File: src/rtl/seg7_scan_driver.sv
// Multiplexed N-digit 7-segment driver: shadow/active data registers, prescaled digit scan,
// hex decode with leading-zero blanking, and registered pin outputs of programmable polarity.
module seg7_scan_driver #(
  parameter int DIGITS         = 4,
  parameter int DIV            = 50000,
  parameter bit SEG_ACTIVE_LOW = 1'b0,
  parameter bit DIG_ACTIVE_LOW = 1'b1
) (
  input  logic                  clk,
  input  logic                  rst_n,
  input  logic                  load,
  input  logic [4*DIGITS-1:0]   data,
  input  logic [DIGITS-1:0]     dp_in,
  input  logic                  lz_en,
  output logic [6:0]            seg,
  output logic                  dp,
  output logic [DIGITS-1:0]     dig,
  output logic                  pend,
  output logic                  frame
);

  localparam int CW = (DIV > 1) ? $clog2(DIV) : 1;
  localparam int IW = (DIGITS > 1) ? $clog2(DIGITS) : 1;
  localparam logic [CW-1:0]     CNT_LAST = CW'(DIV - 1);
  localparam logic [IW-1:0]     IDX_LAST = IW'(DIGITS - 1);
  localparam logic [6:0]        SEG_OFF  = {7{SEG_ACTIVE_LOW}};
  localparam logic [DIGITS-1:0] DIG_OFF  = {DIGITS{DIG_ACTIVE_LOW}};

  logic [CW-1:0]       cnt;
  logic [IW-1:0]       idx;
  logic                tick, wrap, wrap_d;
  logic [4*DIGITS-1:0] shadow_data, active_data;
  logic [DIGITS-1:0]   shadow_dp, active_dp;
  logic [3:0]          nibble;
  logic [6:0]          seg_hex;
  logic                blank;
  logic [DIGITS-1:0]   onehot;

  assign tick = (cnt == CNT_LAST);
  assign wrap = tick && (idx == IDX_LAST);

  always_ff @(posedge clk or negedge rst_n) begin
    if (!rst_n) begin
      cnt <= '0;
      idx <= '0;
    end else if (tick) begin
      cnt <= '0;
      idx <= (idx == IDX_LAST) ? '0 : idx + IW'(1);
    end else begin
      cnt <= cnt + CW'(1);
    end
  end

  // Active only changes at a frame boundary, so a frame never mixes old and new digits.
  always_ff @(posedge clk or negedge rst_n) begin
    if (!rst_n) begin
      shadow_data <= '0;
      shadow_dp   <= '0;
      active_data <= '0;
      active_dp   <= '0;
      pend        <= 1'b0;
    end else begin
      if (load) begin
        shadow_data <= data;
        shadow_dp   <= dp_in;
      end
      if (wrap && load) begin
        active_data <= data;
        active_dp   <= dp_in;
      end else if (wrap && pend) begin
        active_data <= shadow_data;
        active_dp   <= shadow_dp;
      end
      if (wrap)
        pend <= 1'b0;
      else if (load)
        pend <= 1'b1;
    end
  end

  always_comb begin
    nibble  = active_data[4*idx +: 4];
    seg_hex = 7'b0000000;
    case (nibble)
      4'h0: seg_hex = 7'b1111110;
      4'h1: seg_hex = 7'b0110000;
      4'h2: seg_hex = 7'b1101101;
      4'h3: seg_hex = 7'b1111001;
      4'h4: seg_hex = 7'b0110011;
      4'h5: seg_hex = 7'b1011011;
      4'h6: seg_hex = 7'b1011111;
      4'h7: seg_hex = 7'b1110000;
      4'h8: seg_hex = 7'b1111111;
      4'h9: seg_hex = 7'b1111011;
      4'hA: seg_hex = 7'b1110111;
      4'hB: seg_hex = 7'b0011111;
      4'hC: seg_hex = 7'b1001110;
      4'hD: seg_hex = 7'b0111101;
      4'hE: seg_hex = 7'b1001111;
      4'hF: seg_hex = 7'b1000111;
    endcase
  end

  // Blank a non-zero digit position when it and every more-significant nibble are zero.
  always_comb begin
    blank = 1'b0;
    if (lz_en && (idx != '0)) begin
      blank = 1'b1;
      for (int i = 0; i < DIGITS; i++) begin
        if ((IW'(i) >= idx) && (active_data[4*i +: 4] != 4'h0))
          blank = 1'b0;
      end
    end
  end

  assign onehot = DIGITS'(1) << idx;

  // frame is delayed one extra stage so it coincides with dig first selecting digit 0.
  always_ff @(posedge clk or negedge rst_n) begin
    if (!rst_n) begin
      seg    <= SEG_OFF;
      dp     <= SEG_ACTIVE_LOW;
      dig    <= DIG_OFF;
      wrap_d <= 1'b0;
      frame  <= 1'b0;
    end else begin
      seg    <= (blank ? 7'b0000000 : seg_hex) ^ SEG_OFF;
      dp     <= active_dp[idx] ^ SEG_ACTIVE_LOW;
      dig    <= onehot ^ DIG_OFF;
      wrap_d <= wrap;
      frame  <= wrap_d;
    end
  end

endmodule

File: config.mk
export PLATFORM = sky130hd
export DESIGN_NAME = seg7_scan_driver
export DESIGN_NICKNAME = d
export VERILOG_FILES = /design/src/rtl/seg7_scan_driver.sv
export SDC_FILE = /design/constraint.sdc
export NUM_CORES = 1
export LEC_CHECK = 0
export ABC_CLOCK_PERIOD_IN_PS = 2200
export CAP_MARGIN = 10
export CORE_ASPECT_RATIO = 1.75
export CORE_MARGIN = 2
export CORE_UTILIZATION = 35
export DETAILED_ROUTE_END_ITERATION = 8
export RECOVER_POWER = 100
export SYNTH_ARGS = -nofsm -noshare
export SYNTH_HDL_FRONTEND = slang
export SYNTH_SLANG_ARGS = --single-unit
File: constraint.sdc
create_clock -name clk -period 2.2 [get_ports clk]
set_input_delay 0.22 -clock clk [delete_from_list [all_inputs] [get_ports clk]]
set_output_delay 0.22 -clock clk [all_outputs]
set_load 0.02 [all_outputs]
==> flow_metrics.env, run 1 <==
export IMPL_overflow=0
export IMPL_cts_buffers=9
export IMPL_synth_simple_area_share=0.1100
export IMPL_max_vdd_ir_drop_v=0.0006397
export IMPL_p_per_area_nw_per_um2=760.9
export IMPL_cts_tree="done"
export IMPL_grt_max_degree=74
export IMPL_finClkSkew_ps=7.475
export IMPL_synth_ff_type="dfrtp_1"
export IMPL_tightest_slew_ps=1012
export IMPL_critPathMaxFanout=9
export IMPL_start_util=0.3569
export IMPL_port_buffers=37
export IMPL_post_drt_wl_per_cell_microns=16.00
export IMPL_synth_compound_area_share=0.09706
export IMPL_min_period_ps=2045
export IMPL_drc_errors=0
export IMPL_syn_inst=288
export IMPL_grt_setup_unrepaired="false"
export IMPL_fmax_mhz=489.0
export IMPL_vias_per_cell=5.062
export IMPL_grt_pass1_vias=2603
export IMPL_grt_busiest_layer="met2"
export IMPL_hold_violations=0
export IMPL_hold_path_class="flop to flop"
export IMPL_synthAdderAreaFrac=0.03940
export IMPL_yosys_warnings=0
export IMPL_cts_clk_slew_worst_paths_ps=60
export IMPL_slew_headroom=0.3255
export IMPL_synth_top_family_by_area="multiplexers"
export IMPL_critPathRequiredTime_ps=2420
export IMPL_root_buffer="clkbuf_16"
export IMPL_grt_pass1_wl_microns=12690
export IMPL_io_pins=38
export IMPL_synth_area_sq_um=3493
export IMPL_vias=2379
export IMPL_crit_type="flop to flop"
export IMPL_synth_xor_area_share=0.03259
export IMPL_yosysSeqAreaShare=0.5244
export IMPL_met2_usage=0.2904
export IMPL_syn_avg_cell_area_sq_um=12.13
export IMPL_start_kind="flop"
export IMPL_cts_sinks=73
export IMPL_yosysUniqueCellTypes=45
export IMPL_nFillCells=934
export IMPL_endpoint_kind="flop"
export IMPL_setup_viol=0
export IMPL_globalRouteMet1Util=0.1547
export IMPL_track_usage=0.1535
export IMPL_use_met3=0.02590
export IMPL_n_antenna_cell=0
export IMPL_cts_setup_buffers=0
export IMPL_setup_slack_ps=154.9
export IMPL_crit_arrival_ps=2270
export IMPL_finalPower_mw=3.322
export IMPL_leakage_nw=1.850
export IMPL_finalSetupTns_ps=0
export IMPL_antenna_found_initial=0
export IMPL_place_inst=453
export IMPL_path_cells="nor4b_1, and3_4, nand2_4, nor2_4, mux2_2"
export IMPL_ctsLongestPathBuffers=2
export IMPL_dp_hpwl_microns=5601
export IMPL_final_instance_count_excl_fill=470
export IMPL_postRouteAntennaNets=0
export IMPL_syn_nets=323
export IMPL_drtIter0Drc=103
export IMPL_cpPeakStageDelay_ps=440
export IMPL_utilization=0.4459
export IMPL_die_height_microns=136.2
export IMPL_synth_area_mux_share=0.1597
export IMPL_core_sq_um=9789
export IMPL_crit_slowest_cell="nor4b_1"
export IMPL_status="finished, final reports clean"
export IMPL_drt_pass1_iter_count=4
export IMPL_synth_edf_count=0
export IMPL_syn_to_final_growth_pct=24.96
export IMPL_die_area_sq_um=10830
export IMPL_drv_slew=0
export IMPL_die_w_microns=79.52
export IMPL_ys_ff_latch=73
export IMPL_nets=375
export IMPL_rows=48
export IMPL_gp_congestion=0.8314
export IMPL_min_period_over_period=0.9296
export IMPL_async_reset_ff_frac=1.000
export IMPL_dp_slack_ps=119.9
export IMPL_htreeDepth=3
export IMPL_routed_wl_microns=7522
export IMPL_drv_cap=0
export IMPL_clk_latency_ps=340
export IMPL_drive_above_1_share=0.2087
## state kept, by name, summed over array words and instances (netlist names), 2 cells and up
register / flops
active_data: 16
active_dp: 4
cnt: 16
dig: 4
idx: 2
seg: 7
shadow_data: 16
shadow_dp: 4
## critical path: cells and delay by family, from the launching register on
kind / cells / cell delay [ps]
muxes: 1 / 380
DFF: 1 / 430
and+or+nand+nor: 4 / 1110
## metal layers
metal / part of all wire / up-vias
li1: - / 1142
met1: 0.37 / 1181
met2: 0.57 / 39
met3: 0.024 / 17
met4: 0.032 / 0
met5: 0 / -
## report_power, final
part           switching (mW)  internal (mW)
Sequential             0.0231           1.39
Combinational          0.0973          0.104
Clock                   0.583           1.12
## cells by family (layout without fill, tap and decap cells)
kind of cell | count (synthesis) | count (layout)
adders and majority gates | 11 | 11
xor gates and xnor gates | 13 | 13
DFF | 73 | 73
and+or+nand+nor | 69 | 69
muxes | 44 | 44
buffers and inverters | 23 | 80
AOI/OAI and AO/OA | 55 | 55
## cells in the mapped netlist, drive strengths merged (2+ instances only)
| library cell | count | area share |
|---|---|---|
| o211ai | 2 | 0.0043 |
| nand3 | 11 | 0.017 |
| xnor2 | 9 | 0.023 |
| o21ai | 8 | 0.011 |
| a21oi | 14 | 0.020 |
| and3 | 2 | 0.0050 |
| nor4 | 3 | 0.0054 |
| mux4 | 2 | 0.013 |
| nand2 | 16 | 0.019 |
| nor3 | 5 | 0.0072 |
| dfrtp | 69 | 0.49 |
| buf | 8 | 0.020 |
| inv | 12 | 0.013 |
| o22ai | 22 | 0.039 |
| nor2 | 21 | 0.027 |
| and4 | 2 | 0.0050 |
| clkbuf | 2 | 0.0021 |
| a211oi | 4 | 0.0086 |
| mux2i | 11 | 0.047 |
| ha | 11 | 0.039 |
| nor4b | 3 | 0.011 |
| mux2 | 31 | 0.10 |
| xor2 | 4 | 0.010 |
| a21o | 2 | 0.0043 |
| dfstp | 4 | 0.030 |
## cell type report
class	instances	area, sq um	area share
Timing Repair Buffer	51	451.7	0.1035
Tap cell	125	156.4	0.03583
Sequential cell	73	1832	0.4196
Inverter	13	50.05	0.01146
Clock inverter	7	125.1	0.02866
Clock buffer	9	225.2	0.05159
Multi-Input combinational cell	192	1525	0.3494
## cell usage in the layout (no fill, tap or decap), types with 4 or more instances in the layout
master	n
dfrtp_1	69
nand2_1	15
dlygate4sd3_1	16
clkbuf_1	5
xnor2_1	9
mux2_1	8
o21ai_0	7
a211oi_1	4
a21oi_1	14
o22ai_1	22
mux2_2	23
nor3_1	5
clkbuf_16	9
buf_4	6
dfstp_2	4
xor2_1	4
mux2i_1	6
inv_1	10
nor2_1	19
mux2i_4	4
ha_1	11
clkdlybuf4s50_1	21
nand3_1	9
## stage by stage
| stage | hold slack, ps | cell area (sq um) |
|---|---|---|
| CTS | 350.5 | 4407 |
| global placement | 277.3 | 4046 |
| global route | 350.5 | 4365 |
| detailed placement | 287.1 | 4046 |
| floorplan | -75.59 | 3493 |
| finish | 347.5 | 4365 |
## timing repair
action / CTS / global route
gates resized for setup: 0 / 3
hold endpoints to repair: 69 / 0
hold buffers: 1 / 0
endpoints found under the setup margin: 0 / 12
## worst paths after layout
| kind | cells after the start | startpoint | endpoint | slack (ps) |
|---|---|---|---|---|
| setup / recovery | 5 | cnt[11]$_DFF_PN0_ | active_dp[0]$_DFFE_PN0P_ | 150 |
| hold / removal | 0 | wrap_d$_DFF_PN0_ | frame$_DFF_PN0_ | 350 |
| setup reg to reg | 5 | cnt[11]$_DFF_PN0_ | active_dp[0]$_DFFE_PN0P_ | 150 |
| hold reg to reg | 0 | wrap_d$_DFF_PN0_ | frame$_DFF_PN0_ | 350 |
| max in group asynchronous | 3 | rst_n | shadow_data[14]$_DFFE_PN0P_ | 850 |
| min in group asynchronous | 3 | rst_n | shadow_data[7]$_DFFE_PN0P_ | 700 |
No activity file was read; power rests on OpenSTA's default activity.
==> inputs of run 2 (changes only) <==
CTS_CLUSTER_SIZE = 28   (was default)
==> results of run 2 <==
Final layout, timing and power as in run 1 (identical DEF).
